==> src/rtl/systolic_skew_feeder.sv <==
// Diagonal skew feeder for one edge of the systolic MAC array: lane i is delayed 1+i cycles.
// Optional macro SYSTOLIC_SKEW_ABORT_EN adds an abort input that drops a stream in flight.
module systolic_skew_feeder #(
  parameter int BW   = 32,
  parameter int N    = 4,
  parameter int KMAX = 16
) (
  input  logic                       clk,
  input  logic                       rst,
`ifdef SYSTOLIC_SKEW_ABORT_EN
  input  logic                       abort,
`endif
  input  logic                       start,
  input  logic [$clog2(KMAX+1)-1:0]  k_len,
  input  logic                       in_valid,
  output logic                       in_ready,
  input  logic [N*BW-1:0]            in_data,
  output logic [N*BW-1:0]            out_data,
  output logic [N-1:0]               lane_valid,
  output logic                       busy,
  output logic                       done
);

  localparam int KW = $clog2(KMAX+1);
  localparam int FW = (N > 2) ? $clog2(N) : 1;
  localparam logic [KW-1:0] KMAX_W = KW'(KMAX);
  localparam logic [FW-1:0] FLUSH_LAST = FW'(N-2);

  typedef enum logic [1:0] {ST_IDLE, ST_STREAM, ST_FLUSH} state_t;

  state_t          r_state;
  logic [KW-1:0]   r_klen;
  logic [KW-1:0]   r_beat;
  logic [FW-1:0]   r_flush;
  logic            r_done;

  logic            w_hs;
  logic            w_abort;
  logic [KW-1:0]   w_klen;

`ifdef SYSTOLIC_SKEW_ABORT_EN
  assign w_abort = abort && (r_state != ST_IDLE);
`else
  assign w_abort = 1'b0;
`endif

  assign w_klen   = (k_len > KMAX_W) ? KMAX_W : k_len;
  assign in_ready = (r_state == ST_STREAM);
  assign busy     = (r_state != ST_IDLE);
  assign done     = r_done;
  assign w_hs     = in_valid && in_ready;

  always_ff @(posedge clk) begin
    if (!rst) begin
      r_state <= ST_IDLE;
      r_klen  <= '0;
      r_beat  <= '0;
      r_flush <= '0;
      r_done  <= 1'b0;
    end else begin
      r_done <= 1'b0;
      if (w_abort) begin
        r_state <= ST_IDLE;
      end else begin
        case (r_state)
          ST_IDLE: begin
            if (start) begin
              // A zero-length stream completes immediately without ever raising busy.
              if (w_klen == '0) begin
                r_done <= 1'b1;
              end else begin
                r_klen  <= w_klen;
                r_beat  <= '0;
                r_state <= ST_STREAM;
              end
            end
          end
          ST_STREAM: begin
            if (w_hs) begin
              r_beat <= r_beat + KW'(1);
              if (r_beat == r_klen - KW'(1)) begin
                r_state <= ST_FLUSH;
                r_flush <= '0;
              end
            end
          end
          ST_FLUSH: begin
            if (r_flush == FLUSH_LAST) begin
              r_state <= ST_IDLE;
              r_done  <= 1'b1;
            end else begin
              r_flush <= r_flush + FW'(1);
            end
          end
          default: r_state <= ST_IDLE;
        endcase
      end
    end
  end

  // Free-running skew chains: stage 0 captures the beat (or a zero bubble), the last stage drives the edge.
  genvar gi;
  generate
    for (gi = 0; gi < N; gi++) begin : g_lane
      logic [BW-1:0] r_pipe [0:gi];
      logic [gi:0]   r_pv;

      always_ff @(posedge clk) begin
        if (!rst || w_abort) begin
          for (int j = 0; j <= gi; j++) r_pipe[j] <= '0;
          r_pv <= '0;
        end else begin
          r_pipe[0] <= w_hs ? in_data[gi*BW +: BW] : '0;
          r_pv[0]   <= w_hs;
          for (int j = 1; j <= gi; j++) begin
            r_pipe[j] <= r_pipe[j-1];
            r_pv[j]   <= r_pv[j-1];
          end
        end
      end

      assign out_data[gi*BW +: BW] = r_pipe[gi];
      assign lane_valid[gi]        = r_pv[gi];
    end
  endgenerate

endmodule
==> config.mk <==
export PLATFORM = sky130hd
export DESIGN_NAME = systolic_skew_feeder
export DESIGN_NICKNAME = d
export VERILOG_FILES = /design/src/rtl/systolic_skew_feeder.sv
export SDC_FILE = /design/constraint.sdc
export NUM_CORES = 1
export LEC_CHECK = 0
export ABC_AREA = 1
export BUFFER_PORTS_ARGS = -buffer_cell sky130_fd_sc_hd__buf_2
export CAP_MARGIN = 20
export CORE_MARGIN = 4
export CORE_UTILIZATION = 30
export CTS_CLUSTER_DIAMETER = 120
export DETAILED_ROUTE_END_ITERATION = 16
export GPL_ROUTABILITY_DRIVEN = 0
export PLACE_DENSITY = 0.54
export SYNTH_ARGS = -nofsm -noshare
export SYNTH_HDL_FRONTEND = slang
export SYNTH_SLANG_ARGS = --single-unit
==> constraint.sdc <==
create_clock -name clk -period 1.6 [get_ports clk]
set_clock_uncertainty 0.05 [all_clocks]
set_input_delay 0.16 -clock clk [delete_from_list [all_inputs] [get_ports clk]]
set_output_delay 0.16 -clock clk [all_outputs]
set_load 0.02 [all_outputs]
# After elaboration in Yosys (flattened, before gate mapping)

Memories as Yosys holds them, arrays and structs flattened.
Cells that the tools add are included.

Flip-flop bits (word level): 25
Bits in latches: 0
Bits in writable memories: 320
ROM bits: 0
Output and inout bits: 135
Word-level logic and storage cells: 84
Memories kept: 4

Memory list:

| name             | words | bits a word | rd ports | clocked after memory_dff | write ports | line | RTL |
|---|---|---|---|---|---|---|---|
| g_lane[3].r_pipe | 4     | 32          | 4        | 0                        | 4           | 105  | `logic [BW-1:0] r_pipe [0:gi];` |
| g_lane[2].r_pipe | 3     | 32          | 3        | 0                        | 3           | 105  |  |
| g_lane[1].r_pipe | 2     | 32          | 2        | 0                        | 2           | 105  |  |
| g_lane[0].r_pipe | 1     | 32          | 1        | 0                        | 1           | 105  |  |

Add/subtract/negate cells: 3
Multipliers: 0
Div/mod/pow operators: 0
$lt $le $gt $ge: 1
Equal/unequal tests: 10
Shift operators: 0
Mux-type cells: 36
Bitwise gates (word level): 10
Reduce and logical (&&, ||, !) cells: 11

Operators by type and width:

| operator                                              | number |
|---|---|
| two-way mux 32 bit                                    | 14 |
| OR reduction 32 bit                                   | 1 |
| two-way mux 5 bit                                     | 4 |
| two-way mux 2 bit                                     | 8 |
| one-hot mux 5 bit (2 select lines)                    | 1 |
| OR 1 bit                                              | 9 |
| inequality test 2 bit, second input constant          | 4 |
| AND reduction 4 bit                                   | 2 |
| two-way mux 1 bit                                     | 6 |
| one-hot mux 2 bit (3 select lines)                    | 1 |
| nonzero test 2 bit                                    | 3 |
| adder 5 x 1 -> 5 bit, second input constant           | 1 |
| == test 5 bit                                         | 1 |
| greater-than comparator 5 bit, second input constant  | 1 |
| zero test 5 bit                                       | 1 |
| AND reduction 5 bit                                   | 1 |
| subtractor 5 x 1 -> 5 bit, second input constant      | 1 |
| == test 2 bit, second input constant                  | 2 |
| inequality test 2 x 1 -> 1 bit, second input constant | 2 |
| one-hot mux 2 bit (2 select lines)                    | 1 |
| AND reduction 3 bit                                   | 1 |
| adder 2 x 1 -> 2 bit, second input constant           | 1 |
| == test 2 x 1 -> 1 bit, second input constant         | 1 |
| zero test 2 bit                                       | 1 |
| 3 further kinds                                       | 3 |

# Depth between registers and ports, before layout

Word-level depth: 6
Mapped depth: 11
Depth with buffers taken out: 11

# Least setup slack after synthesis

Ideal clock, no wire load.

Path type: reg2reg
Start: register r_klen[0]
End: register r_flush[0]
Library setup time: 0.115 ns
Data arrival time: 1.350 ns
Data required time: 1.435 ns
Setup slack: 0.085 ns
Cell stages (with the launch flop): 9
Buffers on the path: 0
Clock period less this slack: 1.515 ns
Cells stage by stage: dfxtp_1 > inv_1 > ha_1 > xor2_1 > nand2_1 > a21oi_1 > nand3_2 > a21oi_1 > nor2_1

Cells in the longest elaborated chain, start to end: 4

RTL lines:

| what                                            | line | RTL |
|---|---|---|
| from (decl)                                     | 32   | `logic [KW-1:0] r_klen;` |
| from (signal assigned)                          | 72   | `r_klen <= w_klen;` |
| subtractor 5 x 1 -> 5 bit                       | 81   | `if (r_beat == r_klen - KW'(1)) begin` |
| == test 5 bit                                   | 81   |  |
| inequality test 2 x 1 -> 1 bit (no source line) | --   |  |
| AND reduction 4 bit (no source line)            | --   |  |
| to (signal assigned)                            | 92   | `r_flush <= r_flush + FW'(1);` |
| to (decl)                                       | 34   | `logic [FW-1:0] r_flush;` |

No other way between the ends.
A chain may end at the register's enable or synchronous reset.

# Worst setup path in the final report

Start: register r_klen[1]
End: register r_flush[1]

The elaborated chain is that of the path after synthesis.

==> metrics.md <==
| Metric | Value |
|---|---|
| Outcome | complete, no violations |
| Layout cells sized above 1 | 0.288 |
| Global Route Usage Sum | 0.112 |
| Post-synthesis sequential area ratio | 0.605 |
| Peak supply drop | 0.615 mV |
| Buffers on Ports | approximately 270 |
| Vias in the first global route | 7832 |
| Synth Area in Compound Gates | 0.00714 |
| Via count | 7475 |
| Final Max Slew Viols | 0 |
| CTS Buf Count | 37 |
| Synthesized cell area | 11200 sq um |
| Placed Cells | ~1900 |
| Crit share post-route | 0.942 |
| Sinks on the clock net | 339 |
| First-pass GRT wire length | 37700 um |
| ANT nets after route | 0 |
| Root Driver | clkbuf_16 |
| Critical path startpoint category | flip-flop |
| Setup TNS | 0 ps |
| Synth Area in XOR/XNOR | 0.00312 |
| Slew headroom | 0.594 |
| Die area | around 41000 sq um |
| Final net count | 1698 |
| Wirelength per Cell | approximately 11 um |
| Yosys cell types | 26 |
| Maxcap violations | 0 |
| Clk_lat worst skew | ~520 ps |
| Hold crit path type | primary input to flip-flop |
| Post-DP HPWL | 14700 um |
| Tightest Pin Transition | a little over 600 ps |
| Yosys top cell area share | 0.605 |
| Initial core utilization | 0.305 |
| H-tree depth | 2 |
| Required @ worst endpoint | 2010 ps |
| Multi-input logic area | 2360 sq um |
| Crit Path Max Fanout | 5 |
| Core area | between 30000 and 40000 sq um |
| Die Ht | 201 um |
| Post-synth top area cell | dfxtp_1 |
| WS Path Type | flip-flop to flip-flop |
| Router iterations before antenna repair | 4 |
| Total setup buffers inserted after CTS | 0 |
| Layout area overhead | 36.2% |
| Mux contribution to synthesized area | 0 |
| Final Hold Viols | 0 |
| Post-Syn Instances | 1195 |
| Finish-stage setup viols | 0 |
| Seq. cell area | 6790 sq um |
| #FFs+latches synth | about 340 |
| Synth Area in Simple Gates | 0.193 |
| Clk slew on worst S/H paths | 60 ps |
| Clock Tree Buf Depth | 3 |
| Synth top area cells | dfxtp_1 60%, inv_1 11%, nor2_4 8.1% |
| Drt initial violations | 180 |
| # IOs | ~270 |
| Grt ovf | 0 |
| Place WS | 26.9 ps |
| Warning count from the yosys run | 0 |
| Arrival time worst endpoint | 1920 ps |
| PwrDens | 1210 nW/um^2 |
| Worst setup margin | 93.4 ps |
| Most common cell after layout, fill and taps aside | dfxtp_1 |
| Mean post-synth cell area | approximately 9.4 sq um |
| Die X | 201 um |
| Post-synthesis adder-cell area fraction | 0.00335 |
| CP endpoint kind | flip-flop |
| Cell row count | 70 |
| Vias/cell | 3.64 |
| Min Tclk post-route | 1510 ps |
| Initial antenna violation count | 2 |
| Largest net degree at the start of global routing | 130 |
| Fin cells | 2055 |
| Largest family of logic cells by synthesized area | simple AND/OR/NAND/NOR gates |
| CTS tree | yes |
| Fillers | 3547 |
| Leak pwr | 8.69 nW |
| Fmax | roughly 0.66 GHz |
| Most frequent cells in the layout | 337 x dfxtp_1, 334 x inv_1, 270 x buf_2 |
| Final wirelength | 22500 um |
| Syn_nets | 1335 |
| Drt drc | 0 |
power breakdown:
group          internal, W  switching (W)  total (W)
logic             0.000531       0.000553    0.00108
clock network      0.00544        0.00327    0.00871
registers          0.00857      0.0000435    0.00862
layer usage:
metal | track usage | wire, um | share of wire | up-vias
met1 | 0.129 | 9490 | 0.42 | 3246
met2 | 0.186 | 10400 | 0.46 | 220
met5 | 0 | 0 | 0 | -
met3 | 0.0438 | 1830 | 0.082 | 48
met4 | 0.0513 | 717 | 0.032 | 0
li1 | - | - | - | 3961
worst max-delay path: stages (launching register included):
cell and delay (ps):
dfxtp_2 330, inv_2 50, ha_4 260, xor2_1 130, nand2_1 80, a21oi_2 170
nand3_4 130, nand3_2 100, nand2_1 50, nor2_1 110
what timing repair did:
action                                 in CTS  in global routing
hold buffers                              136                  0
resized for setup                           0                 14
endpoints found under the hold margin     136                  0
setup endpoints to repair                   0                  3
metrics by stage:
stage / utilization / total power [W] / hold WS [ps] / instance area, sq um
finish: 0.415 / 0.0184 / 31.5 / 15300
global route: 0.415 / 0.0193 / 30.5 / 15300
CTS: 0.414 / 0.0188 / 9.72 / 15200
detailed placement: 0.342 / 0.00963 / 329 / 12600
global placement: 0.342 / 0.00962 / 327 / 12600
floorplan: - / 0.00934 / 222 / 11200
synthesized netlist by cell type, drive strengths merged:
cell	n
inv	341
dfxtp	339
nand2	228
nor2	146
buf	97
nand3	11
a21oi	10
clkbuf	5
o22ai	4
xor2	4
ha	3
nand4	2
nor3	2
nand3b	1
o21ai	1
or2	1
cell families after synthesis:
| kind of cell | after synthesis |
|---|---|
| flip-flops | 339 |
| XOR/XNOR | 4 |
| AND/OR/NAND/NOR | 391 |
| buffers and inverters | 443 |
| adder cells (fa/ha/maj) | 3 |
| AO/OA/AOI/OAI | 15 |
state kept, by name (all words and copies together), names as in the netlist:
name           flops
r_state            2
g_lane.r_pv        4
r_klen             5
r_beat             5
r_flush            2
g_lane.r_pipe    320
done               1
worst paths after layout:
check / from / endpoint / slack [ps] / cells past startpoint
worst max-delay path: r_klen[1] / r_flush[1] / 90 / 9
worst min-delay path: rst / g_lane[3].r_pipe[2][31] / 30 / 4
worst max register to register: r_klen[1] / r_flush[1] / 90 / 9
worst min register to register: g_lane[2].r_pipe[0][35] / g_lane[2].r_pipe[0][67] / 350 / 2
final cells by class:
cell class,count,share of cell area
Clock buffer,51,0.0693
Inverter,341,0.0843
Tap cell,468,0.0383
Timing Repair Buffer,426,0.195
Multi-Input combinational cell,413,0.154
Antenna cell,2,0.000328
Sequential cell,339,0.444
Clock inverter,15,0.0141
Note: power is estimated with default switching activity, not from simulation.
